**src/rtl/ctrl_pkg.sv**
```systemverilog
// Control-bundle encodings, field layout and decode helpers shared by the decoder and pipeline.
package ctrl_pkg;
  localparam int CTRL_W = 25;

  localparam int REGWEN_O = 0;  localparam int REGWEN_W = 1;
  localparam int WBSEL_O  = 1;  localparam int WBSEL_W  = 2;
  localparam int LDSEL_O  = 3;  localparam int LDSEL_W  = 3;
  localparam int CSRSRC_O = 6;  localparam int CSRSRC_W = 1;
  localparam int MEMWEN_O = 7;  localparam int MEMWEN_W = 4;
  localparam int ALUSEL_O = 11; localparam int ALUSEL_W = 4;
  localparam int BRUN_O   = 15; localparam int BRUN_W   = 1;
  localparam int IMMSEL_O = 16; localparam int IMMSEL_W = 3;
  localparam int ISLOAD_O = 19; localparam int ISLOAD_W = 1;
  localparam int RD_O     = 20; localparam int RD_W     = 5;

  localparam logic [6:0] OP_LUI    = 7'b0110111;
  localparam logic [6:0] OP_AUIPC  = 7'b0010111;
  localparam logic [6:0] OP_JAL    = 7'b1101111;
  localparam logic [6:0] OP_JALR   = 7'b1100111;
  localparam logic [6:0] OP_BRANCH = 7'b1100011;
  localparam logic [6:0] OP_LOAD   = 7'b0000011;
  localparam logic [6:0] OP_STORE  = 7'b0100011;
  localparam logic [6:0] OP_IMM    = 7'b0010011;
  localparam logic [6:0] OP_REG    = 7'b0110011;
  localparam logic [6:0] OP_FENCE  = 7'b0001111;
  localparam logic [6:0] OP_SYSTEM = 7'b1110011;

  typedef enum logic [2:0] {
    IMM_I = 3'd0, IMM_S = 3'd1, IMM_B = 3'd2, IMM_U = 3'd3, IMM_J = 3'd4, IMM_CSR = 3'd5
  } imm_sel_e;

  typedef enum logic [3:0] {
    ALU_ADD = 4'd0, ALU_SUB = 4'd1, ALU_SLL = 4'd2, ALU_SLT = 4'd3, ALU_SLTU = 4'd4,
    ALU_XOR = 4'd5, ALU_SRL = 4'd6, ALU_SRA = 4'd7, ALU_OR = 4'd8, ALU_AND = 4'd9,
    ALU_PASSB = 4'd10
  } alu_sel_e;

  typedef enum logic [1:0] {WB_MEM = 2'd0, WB_ALU = 2'd1, WB_PC4 = 2'd2, WB_CSR = 2'd3} wb_sel_e;

  typedef enum logic [2:0] {
    LD_LB = 3'd0, LD_LH = 3'd1, LD_LW = 3'd2, LD_LBU = 3'd3, LD_LHU = 3'd4, LD_NONE = 3'd7
  } ld_sel_e;

  // Declared MSB first so the packed layout matches the *_O offsets above.
  typedef struct packed {
    logic [4:0] rd;
    logic       is_load;
    imm_sel_e   imm_sel;
    logic       br_un;
    alu_sel_e   alu_sel;
    logic [3:0] mem_wen;
    logic       csr_src;
    ld_sel_e    ld_sel;
    wb_sel_e    wb_sel;
    logic       reg_wen;
  } ctrl_t;

  function automatic alu_sel_e alu_of(input logic [2:0] f3, input logic alt);
    case (f3)
      3'b000:  return alt ? ALU_SUB : ALU_ADD;
      3'b001:  return ALU_SLL;
      3'b010:  return ALU_SLT;
      3'b011:  return ALU_SLTU;
      3'b100:  return ALU_XOR;
      3'b101:  return alt ? ALU_SRA : ALU_SRL;
      3'b110:  return ALU_OR;
      default: return ALU_AND;
    endcase
  endfunction
endpackage

```
**src/rtl/ctrl_decode.sv**
```systemverilog
// Combinational RV32I control decoder. CSR write decode (csrw/csrwi) is enabled by CTRL_PIPE_CSR_EN;
// without it every SYSTEM opcode is illegal.
module ctrl_decode
  import ctrl_pkg::*;
(
  input  logic [31:0] inst,
  output ctrl_t       ctrl,
  output logic        uses_rs1,
  output logic        uses_rs2,
  output logic        illegal
);
  logic [6:0] op;
  logic [2:0] f3;
  logic [6:0] f7;
  logic [4:0] rd;
  logic       wr;
  logic       unused_regs;

  assign op = inst[6:0];
  assign f3 = inst[14:12];
  assign f7 = inst[31:25];
  assign rd = inst[11:7];
  assign unused_regs = ^inst[24:15];

  always_comb begin
    ctrl         = '0;
    ctrl.ld_sel  = LD_NONE;
    ctrl.wb_sel  = WB_ALU;
    ctrl.alu_sel = ALU_ADD;
    ctrl.imm_sel = IMM_I;
    uses_rs1     = 1'b0;
    uses_rs2     = 1'b0;
    illegal      = 1'b0;
    wr           = 1'b0;
    case (op)
      OP_LUI:   begin ctrl.imm_sel = IMM_U; ctrl.alu_sel = ALU_PASSB; wr = 1'b1; end
      OP_AUIPC: begin ctrl.imm_sel = IMM_U; wr = 1'b1; end
      OP_JAL:   begin ctrl.imm_sel = IMM_J; ctrl.wb_sel = WB_PC4; wr = 1'b1; end
      OP_JALR: begin
        ctrl.wb_sel = WB_PC4; wr = 1'b1; uses_rs1 = 1'b1;
        illegal = (f3 != 3'b000);
      end
      OP_BRANCH: begin
        ctrl.imm_sel = IMM_B; uses_rs1 = 1'b1; uses_rs2 = 1'b1;
        ctrl.br_un = (f3[2:1] == 2'b11);
        illegal = (f3[2:1] == 2'b01);
      end
      OP_LOAD: begin
        ctrl.wb_sel = WB_MEM; ctrl.is_load = 1'b1; wr = 1'b1; uses_rs1 = 1'b1;
        case (f3)
          3'b000:  ctrl.ld_sel = LD_LB;
          3'b001:  ctrl.ld_sel = LD_LH;
          3'b010:  ctrl.ld_sel = LD_LW;
          3'b100:  ctrl.ld_sel = LD_LBU;
          3'b101:  ctrl.ld_sel = LD_LHU;
          default: illegal = 1'b1;
        endcase
      end
      OP_STORE: begin
        ctrl.imm_sel = IMM_S; uses_rs1 = 1'b1; uses_rs2 = 1'b1;
        case (f3)
          3'b000:  ctrl.mem_wen = 4'b0001;
          3'b001:  ctrl.mem_wen = 4'b0011;
          3'b010:  ctrl.mem_wen = 4'b1111;
          default: illegal = 1'b1;
        endcase
      end
      OP_IMM: begin
        wr = 1'b1; uses_rs1 = 1'b1;
        // imm[30] only selects SRA for shifts; for addi it is just immediate data
        ctrl.alu_sel = alu_of(f3, f7[5] && (f3 == 3'b101));
        illegal = ((f3 == 3'b001) && (f7 != 7'h00)) ||
                  ((f3 == 3'b101) && (f7 != 7'h00) && (f7 != 7'h20));
      end
      OP_REG: begin
        wr = 1'b1; uses_rs1 = 1'b1; uses_rs2 = 1'b1;
        ctrl.alu_sel = alu_of(f3, f7[5]);
        illegal = (f7 != 7'h00) && !((f7 == 7'h20) && ((f3 == 3'b000) || (f3 == 3'b101)));
      end
      OP_FENCE: ;
      OP_SYSTEM: begin
`ifdef CTRL_PIPE_CSR_EN
        if (f3 == 3'b001 || f3 == 3'b101) begin
          ctrl.imm_sel = IMM_CSR; ctrl.wb_sel = WB_CSR; wr = 1'b1;
          ctrl.csr_src = f3[2];
          uses_rs1     = !f3[2];
        end else begin
          illegal = 1'b1;
        end
`else
        illegal = 1'b1;
`endif
      end
      default: illegal = 1'b1;
    endcase
    ctrl.reg_wen = wr && (rd != 5'd0);
    ctrl.rd      = wr ? rd : 5'd0;
    // an illegal instruction never reaches a slot, so it must not trigger a load-use bubble
    if (illegal) begin
      uses_rs1 = 1'b0;
      uses_rs2 = 1'b0;
    end
  end
endmodule

```
**src/rtl/ctrl_pipe.sv**
```systemverilog
// ID-stage control decode plus STAGES registered control slots (EX..WB) with stall/flush/load-use
// handling and a retired-instruction counter. CSR decode is optional via CTRL_PIPE_CSR_EN.
module ctrl_pipe
  import ctrl_pkg::*;
#(
  parameter int STAGES = 2,
  parameter int CNT_W  = 32
) (
  input  logic              clk,
  input  logic              rst,
  input  logic [31:0]       inst_i,
  input  logic              inst_valid_i,
  input  logic              stall_i,
  input  logic              flush_i,
  output logic [2:0]        imm_sel_o,
  output logic              ready_o,
  output logic              ex_valid_o,
  output logic [CTRL_W-1:0] ex_ctrl_o,
  output logic              wb_valid_o,
  output logic [CTRL_W-1:0] wb_ctrl_o,
  output logic              illegal_o,
  output logic [CNT_W-1:0]  instret_o
);
  ctrl_t              dec;
  logic               uses_rs1, uses_rs2, dec_ill;
  logic               hazard, id_take, id_vld;
  ctrl_t [STAGES:1]   slot_q;
  logic  [STAGES:1]   vld_pipe;
  ctrl_t              ex;

  ctrl_decode u_dec (
    .inst     (inst_i),
    .ctrl     (dec),
    .uses_rs1 (uses_rs1),
    .uses_rs2 (uses_rs2),
    .illegal  (dec_ill)
  );

  assign ex = slot_q[1];

  assign hazard = inst_valid_i && vld_pipe[1] && ex.is_load && (ex.rd != 5'd0) &&
                  ((uses_rs1 && (inst_i[19:15] == ex.rd)) ||
                   (uses_rs2 && (inst_i[24:20] == ex.rd)));

  assign ready_o   = !stall_i && !hazard;
  assign id_take   = !stall_i && !flush_i && !hazard;
  assign id_vld    = inst_valid_i && !dec_ill;
  assign imm_sel_o = dec.imm_sel;

  always_ff @(posedge clk or posedge rst) begin
    if (rst) begin
      vld_pipe  <= '0;
      slot_q    <= '0;
      illegal_o <= 1'b0;
      instret_o <= '0;
    end else begin
      illegal_o <= id_take && inst_valid_i && dec_ill;
      // slot 1: take ID, or a bubble on flush (even when stalled) / hazard; else hold
      if (id_take) begin
        vld_pipe[1] <= id_vld;
        slot_q[1]   <= id_vld ? dec : '0;
      end else if (flush_i || !stall_i) begin
        vld_pipe[1] <= 1'b0;
        slot_q[1]   <= '0;
      end
      if (!stall_i) begin
        for (int k = 2; k <= STAGES; k++) begin
          vld_pipe[k] <= vld_pipe[k-1];
          slot_q[k]   <= slot_q[k-1];
        end
      end
      if (wb_valid_o && !stall_i) instret_o <= instret_o + CNT_W'(1);
    end
  end

  assign ex_valid_o = vld_pipe[1];
  assign ex_ctrl_o  = slot_q[1];
  assign wb_valid_o = vld_pipe[STAGES];
  assign wb_ctrl_o  = slot_q[STAGES];
endmodule

```
**config.mk**
```make
export PLATFORM = sky130hd
export DESIGN_NAME = ctrl_pipe
export DESIGN_NICKNAME = d
export VERILOG_FILES = /design/src/rtl/ctrl_pkg.sv /design/src/rtl/ctrl_decode.sv /design/src/rtl/ctrl_pipe.sv
export SDC_FILE = /design/constraint.sdc
export NUM_CORES = 1
export LEC_CHECK = 0
export CAP_MARGIN = 40
export CORE_AREA = 2 2 139 73
export DETAILED_ROUTE_END_ITERATION = 7
export DIE_AREA = 0 0 141 75
export GPL_TIMING_DRIVEN = 0
export PLACE_DENSITY = 0.78
export REMOVE_ABC_BUFFERS = 1
export SLEW_MARGIN = 10
export SYNTH_ARGS = -nofsm -noshare
export SYNTH_HDL_FRONTEND = slang
export SYNTH_SLANG_ARGS = --single-unit
```
**constraint.sdc**
```tcl
create_clock -name clk -period 2.7 [get_ports clk]
set_clock_uncertainty 0.2 [all_clocks]
set_input_delay 0.405 -clock clk [delete_from_list [all_inputs] [get_ports clk]]
set_output_delay 0.405 -clock clk [all_outputs]
set_load 0.01 [all_outputs]
```
==> flow_summary_export.csv, run 1 <==
group,metric,value,unit
yosys,synth_common_cells,"81 x dfrtp_1, 52 x nand2_1, 30 x xnor2_1, 26 x mux2_2, 22 x nor2_1",
floorplan,core_region_area,0.009290,mm²
worst_setup_path,critPathCaptureType,"primary output",
detailed_routing,drt_iter0_markers,209,
yosys,ys_ff_latch,81,
sta,hold_viol,0,
layout,area_delta_synth_final,43.67,%
yosys,yosys-top-cells-area,"dfrtp_1 52%, mux2_2 7.6%, xnor2_1 6.8%, nand2_1 5.0%, xor2_1 2.7%",
global_route,grt_pass1_vias,2976,
layout,drive_gt1_share,14.46,%
global_route,grt.total_usage,18.21,%
yosys,ys.flop_type,"dfrtp_1",
layout,fillers,796,
clocking,root_buffer,"clkbuf_16",
clocking,htree_num_levels,3,
yosys,netlist.area_leader.share,52.33,%
detailed_routing,routed_wl,9.398,mm
power,power_density,482.3,mW/mm²
detailed_routing,drc_errors,0,
clocking,clk_path_buf_depth,2,
worst_setup_path,cp_max_fo,12,
global_route,grt_antenna_before_repair,0,
place,io_buffers,123,
layout,final_core_util,59.91,%
floorplan,fp-row-count,25,
worst_setup_path,cp_cell_sequence,"clkdlybuf4s15_2, nand3b_1, buf_4, nor2_1, a21oi_1, nor2_1, clkdlybuf4s50_1",
yosys,yosysWarnings,0,
clocking,hold_buffers,0,
floorplan,die_area,0.01058,mm²
layout,nNetsFinal,531,
global_route,grt_pass1_wl,15.04,mm
clocking,cts_buffers,9,
yosys,synth.yosys.seq_area_share,52.33,%
yosys,synthCells,369,
clocking,cts_sinks,81,
worst_setup_path,critPathSlowestCell,"clkdlybuf4s50_1",
sta,rsz0062_at_grt,"false",
yosys,ys_async_sr_fraction,100.0,%
sta,fin_crit_sh,95.94,%
status,outcome,"complete, no violations",
sta,tightest_slew,678.9,ps
clocking,tritoncts,"yes",
floorplan,ios,126,
run,drv_cap,0,
sta,tns,0,ps
worst_setup_path,critPathKind,"in2out",
worst_setup_path,crit_arrival,1990,ps
sta,worst_slack,109.7,ps
clocking,path_clk_slew,60,ps
clocking,worstSkewPairLatency,330,ps
power,power_leakage,2.419,nW
sta,drv_slew,0,
worst_setup_path,required,2100,ps
sta,period_needed,2590,ps
floorplan,start_util,41.70,%
worst_setup_path,worst_setup_path_start_kind,"input pin",
layout,ff_latch_area,0.002029,mm²
floorplan,die_h,75,µm
floorplan,die_w,141,µm
yosys,post_synth_num_cell_types,48,
yosys,syn_area,0.003874,mm²
detailed_routing,vias_per_cell,5.108,
global_route,grt_max_degree,63,
worst_hold_path,worstHoldPathType,"in2async",
worst_setup_path,cpMostUsedCell,"nor2_1",
sta,setup_viol,0,
yosys,syn_avg_cell_area,10.50,µm²
layout,diodes,0,
sta,fmax,0.3861,GHz
detailed_routing,vias,3162,
sta,hold_ws,171.7,ps
global_route,grt_overflow,0,
layout,multi_input_area,0.001729,mm²
yosys,synth_edf_count,0,
place,dpl_worst_slack,-749.4,ps
power,max-vdd-ir-drop,0.3485,mV
place,gp_congestion,0.7723,
place,dpl.hpwl,6.906,mm
yosys,synth_top_area_cell,"dfrtp_1",
worst_setup_path,critPathMaxStageDelay,550,ps
detailed_routing,drt.antenna.violating_nets,0,
sta,max-slew-margin-rel,54.74,%
detailed_routing,firstDrtPassIters,4,
detailed_routing,wire_per_inst,15.18,µm
yosys,yosysMostFrequentCell,"dfrtp_1",
path summary, 6_finish.rpt:
path	to	slack [ps]	cells past startpoint	from
max	imm_sel_o[1]	110	7	inst_i[4]
min in group clk	instret_o[31]$_DFFE_PP0P_	270	1	instret_o[31]$_DFFE_PP0P_
max in group asynchronous	ex_ctrl_o[22]$_DFFE_PP0P_	1540	3	rst
min reg2reg	instret_o[31]$_DFFE_PP0P_	270	1	instret_o[31]$_DFFE_PP0P_
max reg2reg	instret_o[28]$_DFFE_PP0P_	360	6	instret_o[6]$_DFFE_PP0P_
min	instret_o[23]$_DFFE_PP0P_	170	2	rst
cells by family after synthesis:
family / after synthesis / share of synthesized area (%)
DFF: 81 / 52.33
muxes: 26 / 7.558
other: 1 / 0.09681
AOI/OAI and AO/OA: 47 / 7.913
buffers and inverters: 31 / 3.779
xor gates and xnor gates: 42 / 9.496
adders and majority gates: 1 / 0.3229
and+or+nand+nor: 140 / 18.51
cells in the final DEF (no fill, tap or decap), drive strengths merged, types with 2 or more instances in the layout:
master and count:
nand2 52, nor2b 7, clkdlybuf4s15 6, dlygate4sd2 4, nor3 10, nand2b 6, o31ai 11, dfrtp 81
clkinvlp 2, xor2 12, mux2 26, nand4 7, nor4 2, buf 9, a21oi 7, nor3b 2
nand3 13, clkbuf 9, a31oi 2, clkinv 2, a2111oi 2, or3 4, conb 2, nand3b 3
o21ai 17, or4 3, xnor2 30, and3 5, inv 15, nor2 22, o211ai 2, clkdlybuf4s50 110
state kept, by name, indices dropped and copies added (netlist names):
| name | flops |
|---|---|
| illegal_o | 1 |
| ex_ctrl_o | 23 |
| instret_o | 32 |
| wb_ctrl_o | 23 |
| vld_pipe | 2 |
area by class of cell:
| type | count | share of cell area, % |
|---|---|---|
| Tap cell | 121 | 2.720 |
| Sequential cell | 81 | 36.47 |
| Timing Repair Buffer | 130 | 23.40 |
| Multi-Input combinational cell | 258 | 31.07 |
| Clock inverter | 7 | 1.371 |
| Inverter | 13 | 0.9218 |
| Clock buffer | 9 | 4.047 |
metrics by stage:
stage / power, W / instance area (µm²) / std cells
finish: 0.002684 / 5565 / 619
floorplan: 0.001349 / 3780 / 352
CTS: 0.002711 / 5554 / 618
global placement: 0.001471 / 5162 / 596
detailed placement: 0.001481 / 5201 / 598
global route: 0.002791 / 5565 / 619
layer usage:
| layer | vias up | part of all wire [%] | GRT usage, % |
|---|---|---|---|
| li1 | 1525 | - | - |
| met1 | 1534 | 43 | 22.82 |
| met5 | - | 0 | 0 |
| met4 | 0 | 1.3 | 5.333 |
| met2 | 88 | 51 | 32.79 |
| met3 | 15 | 4.1 | 3.880 |
power by group:
part           switching [W]  total [W]  internal [W]  leakage, nW
Combinational       0.000113   0.000221      0.000108         1.16
Sequential         0.0000149    0.00124       0.00122         1.12
Clock               0.000502    0.00122      0.000722        0.142
worst max-delay path, delay by kind of cell:
kind / cells / cell delay, ps
buf+inv: 3 / 1030
compound gates: 1 / 70
simple gates: 3 / 480
repair_timing:
action,in CTS,in global routing
endpoints found under the setup margin,4,2
resized for setup,28,6
pin swaps,3,0
buffers inserted,4,1
(Power assumes the default switching activity.)
==> run 2: changes to the inputs <==
Settings changed: CORE_AREA 2 2 139 73 to 2 2 128 68, DIE_AREA 0 0 141 75 to 0 0 130 70, PLACE_DENSITY 0.78 to 0.86.
Clock period 2.7 ns to 3.1 ns, I/O delays scaled along.
==> flow_summary_export.csv, run 2 (synthesis results as in run 1) <==
group,metric,value,unit
status,outcome,"complete, no violations",
clocking,worstSkewPairLatency,340,ps
sta,rsz0062_at_grt,"false",
worst_setup_path,crit_arrival,2410,ps
global_route,grt_pass1_vias,3096,
layout,diodes,0,
global_route,met2_usage,32.29,%
power,power_density,430.1,mW/mm²
place,dp_cells,594,
sta,drv_slew,0,
layout,finalNonFillerCells,612,
floorplan,ios,126,
global_route,grt_antenna_before_repair,0,
sta,setup_viol,0,
sta,max-slew-margin-rel,53.42,%
worst_setup_path,critPathCaptureType,"primary output",
global_route,grt.busiest_layer,"met1",
detailed_routing,drt.antenna.violating_nets,0,
sta,fmax,0.3257,GHz
detailed_routing,firstDrtPassIters,4,
place,gp_congestion,0.9698,
sta,period_needed,3070,ps
global_route,grt_util_met1,34.19,%
power,power_leakage,2.426,nW
worst_setup_path,worst_setup_path_start_kind,"input pin",
layout,largest_reg_flops,32,
place,dpl.hpwl,7.262,mm
detailed_routing,routed_wl,9.800,mm
detailed_routing,vias,3187,
power,power,0.002388,W
clocking,cts_sinks,81,
global_route,grt.total_usage,22.72,%
clocking,clk_path_buf_depth,2,
place,io_buffers,123,
clocking,root_buffer,"clkbuf_16",
floorplan,fp-row-count,24,
worst_setup_path,setup.worst_path.start,"inst_i[5]",
layout,top_register,"instret_o",
clocking,path_clk_slew,60,ps
global_route,grt_pass1_wl,16.03,mm
worst_setup_path,cp_max_fo,11,
clocking,tritoncts,"yes",
sta,hold_viol,0,
worst_setup_path,r2r-start,"instret_o[6]$_DFFE_PP0P_",
floorplan,die_w,130,µm
detailed_routing,drc_errors,0,
run,drv_cap,0,
global_route,grt_use_met3,6.054,%
global_route,grt_max_degree,59,
layout,fillers,615,
detailed_routing,drt_iter0_markers,260,
detailed_routing,vias_per_cell,5.208,
floorplan,die_area,0.009100,mm²
power,max-vdd-ir-drop,0.2795,mV
worst_setup_path,reg2reg_depth,6,
layout,nNetsFinal,529,
worst_setup_path,required,2430,ps
layout,final_common_cell,"clkdlybuf4s50_1",
floorplan,die_h,70,µm
worst_hold_path,worstHoldPathType,"in2async",
layout,area_delta_synth_final,43.35,%
layout,final_cell_mix,"111 x clkdlybuf4s50_1, 81 x dfrtp_1, 52 x nand2_1",
place,postPlaceCellArea,0.005200,mm²
sta,tightest_slew,698.7,ps
floorplan,core_region_area,0.008198,mm²
clocking,htree_num_levels,3,
sta,fin_crit_sh,99.04,%
layout,final_core_util,67.74,%
layout,drive_gt1_share,12.53,%
detailed_routing,wire_per_inst,16.01,µm
clocking,cts_buffers,9,
worst_setup_path,critPathKind,"in2out",
floorplan,start_util,47.25,%
layout,final_cell_area,0.005553,mm²
global_route,grt_overflow,0,
run 2: cell types whose count changed in the layout (fill, tap and decap cells not counted), sizes merged:
cell / before / now
buf: 9 / 6
bufinv: 1 / 2
clkbuf: 9 / 12
clkdlybuf4s15: 6 / 2
clkdlybuf4s50: 110 / 111
clkinvlp: 2 / 1
dlymetal6s2s: 1 / 3
inv: 15 / 13
run 2: path summary, 6_finish.rpt:
check	end	slack, ps
min in group clk	instret_o[31]$_DFFE_PP0P_	290
worst min register to register	instret_o[31]$_DFFE_PP0P_	290
worst max-delay path	imm_sel_o[2]	30
worst max register to register	instret_o[30]$_DFFE_PP0P_	750
worst min-delay path	instret_o[31]$_DFFE_PP0P_	250
max in group asynchronous	ex_ctrl_o[17]$_DFFE_PP0P_	1880
run 2: layout make-up:
class                   count  area (µm²)  area share, %
flip-flops and latches     81        2027          36.50
multi-input cells         258        1734          31.23
repair buffers            128        1284          23.12
clock buffers              10       229.0          4.123
well taps                 117       146.4          2.636
clock inverters             5       81.33          1.465
inverters                  13       51.30         0.9238
run 2: worst max-delay path, cell delays in order:
cell and delay, ps:
clkdlybuf4s15_1 480, nand3b_1 250, or3_1 440, nor2_1 200
clkdlybuf4s50_1 570
run 2: repair_timing:
action	in CTS	in global routing
resized for setup	11	11
setup buffers	1	2
pin swaps	0	2
endpoints found under the setup margin	2	2
hold buffers	0	0
run 2: per-stage QoR:
step / hold WS [ps] / setup slack (ps) / setup TNS (ps)
3_5_place_dp: 284.3 / -520.2 / -732.4
6_report: 250.6 / 29.84 / 0
2_1_floorplan: 307.6 / 354.9 / 0
5_1_grt: 273.4 / 15.30 / 0
4_1_cts: 249.7 / 16.13 / 0
3_3_place_gp: 262.3 / -877.9 / -95790
run 2: routing by layer:
layer	wire length, µm	vias up	part of all wire, %
met5	0	-	0
met4	114	0	1.2
met3	709	14	7.2
met2	4307	115	44
met1	4669	1539	48
li1	-	1519	-
run 2: report_power, final:
part | internal [W] | leakage, nW | switching (W)
registers | 0.00107 | 1.12 | 0.0000135
clock network | 0.000701 | 0.149 | 0.000411
logic | 0.0000940 | 1.16 | 0.000102
total | 0.00186 | 2.43 | 0.000527
==> variant (config.mk and constraints of run 1) <==
`STAGES`: 2 -> 1.
--- a/src/rtl/ctrl_pipe.sv
+++ b/src/rtl/ctrl_pipe.sv
@@ -3,7 +3,7 @@
 module ctrl_pipe
   import ctrl_pkg::*;
 #(
-  parameter int STAGES = 2,
+  parameter int STAGES = 1,
   parameter int CNT_W  = 32
 ) (
   input  logic              clk,
Behaviour: not the same (Yosys sat finds a counterexample within 4 cycles, from zero or initial values and one cycle with rst high).
==> variant against run 1 <==
Worst setup slack worse by 0.024 ns. Final cell count fell by 11%. Total power shrank 18%. Synthesized cell count decreased by 11%. Cell area decreased by 16%. Routed wire length down 8.0%. Clock power is 7% lower. Non-clock buffer count decreased by 3. Synthesized area decreased by 17%. Sequential cell count shrank 24. Highest routed layer unchanged.
==> variant: results (changes against run 1) <==
* Status: completed (unchanged)
* Top_reg_cell synth: dfrtp_1 (unchanged)
* Post-Layout Cell Count at 553 (was 619)
* Reg-to-Reg Start: ex_ctrl_o[21] (was instret_o[6])
* Most common library cells after synthesis: dfrtp_1 (57), nand2_1 (43), buf_4 (29), xnor2_1 (26), nor2_1 (22) (was dfrtp_1 (81), nand2_1 (52), xnor2_1 (30), mux2_2 (26), nor2_1 (22))
* Nets at 465 (was 531)
* DP HPWL at 6530 um (was 6910 um)
* Largest delay share family, worst path: buffers and inverters (unchanged)
* Synth cell types at 57 (was 48)
* CP arrival at 2.01 ns (was 1.99 ns)
* Hold Path Class: flip-flop to flip-flop (was primary input to asynchronous set/reset pin)
* FILL cells at 821 (was 796)
* Largest net degree at the start of global routing at 31 (was 63)
* Layout cells sized above 1 at 10.6% (was 14.5%)
* Reg-to-reg slack, setup at 0.34 ns (was 0.36 ns)
* I/O Buffers at 123 (unchanged)
* Yosys warning count at 0 (unchanged)
* Register area share after synthesis at 44.2% (was 52.3%)
* Vias in the first global route at 2699 (was 2976)
* Placed cells at 535 (was 598)
* WL per Instance at 15.6 um (was 15.2 um)
* Global placement routability congestion at 0.879 (was 0.772)
* Rel. slew slack at 56.9% (was 54.7%)
* First-pass GRT wire length at 13700 um (was 15000 um)
* Reg-to-reg endpoint: ex_ctrl_o[21] (was instret_o[28])
* Starting DRT DRC Count at 224 (was 209)
* Hold_sp: instret_o[31]
* WHS at 0.282 ns (was 0.172 ns)
* Post-synthesis cell count at 328 (was 369)
* Leakage at 1.98 nW (was 2.42 nW)
* Worst VDD drop at 0.000327 V (was 0.000348 V)
* CP Launch Point: inst_i[0] (was inst_i[4])
* CP max stage cell: clkdlybuf4s50_1 (unchanged)
* Critical path's largest stage delay at 0.62 ns (was 0.55 ns)
* Via density at 4.96 (was 5.11)
* DP Area at 0.00436 mm^2 (was 0.00520 mm^2)
* Synth top area cells: dfrtp_1 (44%), xnor2_1 (7.1%), buf_4 (6.7%), nand2_1 (5.0%), xor2_1 (4.3%) (was dfrtp_1 (52%), mux2_2 (7.6%), xnor2_1 (6.8%), nand2_1 (5.0%), xor2_1 (2.7%))
* Drt pass-1 iters at 4 (unchanged)
* CTS Root Cell: clkbuf_16 (unchanged)
* CP max FO at 4 (was 12)
* All-Layer GR Usage at 16.5% (was 18.2%)
-- variant: cell families after synthesis --
| group | count (synthesis) | synth area share, % |
|---|---|---|
| mux | 3 | 1.01 |
| xor+xnor | 42 | 11.4 |
| buf+inv | 43 | 9.38 |
| simple gates | 138 | 24.1 |
| other cells | 1 | 0.116 |
| flops | 57 | 44.2 |
| fa+ha+maj | 1 | 0.388 |
| compound gates | 43 | 9.42 |
-- variant: power breakdown --
part | switching [mW] | total (mW) | internal [mW]
registers | 0.00813 | 0.870 | 0.862
logic | 0.0955 | 0.192 | 0.0961
clock network | 0.397 | 1.14 | 0.739
total | 0.501 | 2.20 | 1.70
-- variant: how the worst max path moves through the flow --
stage / endpoint
floorplan: ready_o
global placement: ready_o
detailed placement: ready_o
CTS: ready_o
global route: imm_sel_o[0]
finish: imm_sel_o[0]
-- variant: per-stage QoR --
| stage | setup WS, ns | power, mW | TNS, ns | util [%] |
|---|---|---|---|---|
| detailed placement | -0.663 | 1.08 | -4.65 | 46.9 |
| global placement | -0.663 | 1.07 | -25.92 | 46.5 |
| floorplan | 0.574 | 0.960 | 0 | - |
| finish | 0.0853 | 2.20 | 0 | 50.6 |
| global route | 0.00691 | 2.27 | 0 | 50.6 |
| CTS | -0.0498 | 2.21 | -0.0498 | 50.5 |
-- variant: area by class of cell --
cell class	count	area, um^2	share of cell area (%)
Multi-Input combinational cell	229	1540	32.7
Sequential cell	57	1430	30.3
Timing Repair Buffer	127	1270	27.0
Clock buffer	10	239	5.08
Tap cell	121	151	3.22
Clock inverter	6	67.6	1.44
Inverter	3	11.3	0.240
-- variant: what timing repair did --
action | 4_1_cts | 5_1_grt
hold endpoints to repair | 0 | 0
gates resized for setup | 17 | 8
endpoints found under the setup margin | 10 | 2
setup buffers | 1 | 1
pin swaps | 3 | 4
-- variant: per-layer routing --
| metal | track usage, % | up-vias | share of wire [%] |
|---|---|---|---|
| li1 | - | 1305 | - |
| met1 | 19.9 | 1350 | 41 |
| met2 | 29.8 | 70 | 53 |
| met3 | 3.82 | 17 | 3.7 |
| met4 | 6.00 | 0 | 2.1 |
| met5 | 0 | - | 0 |
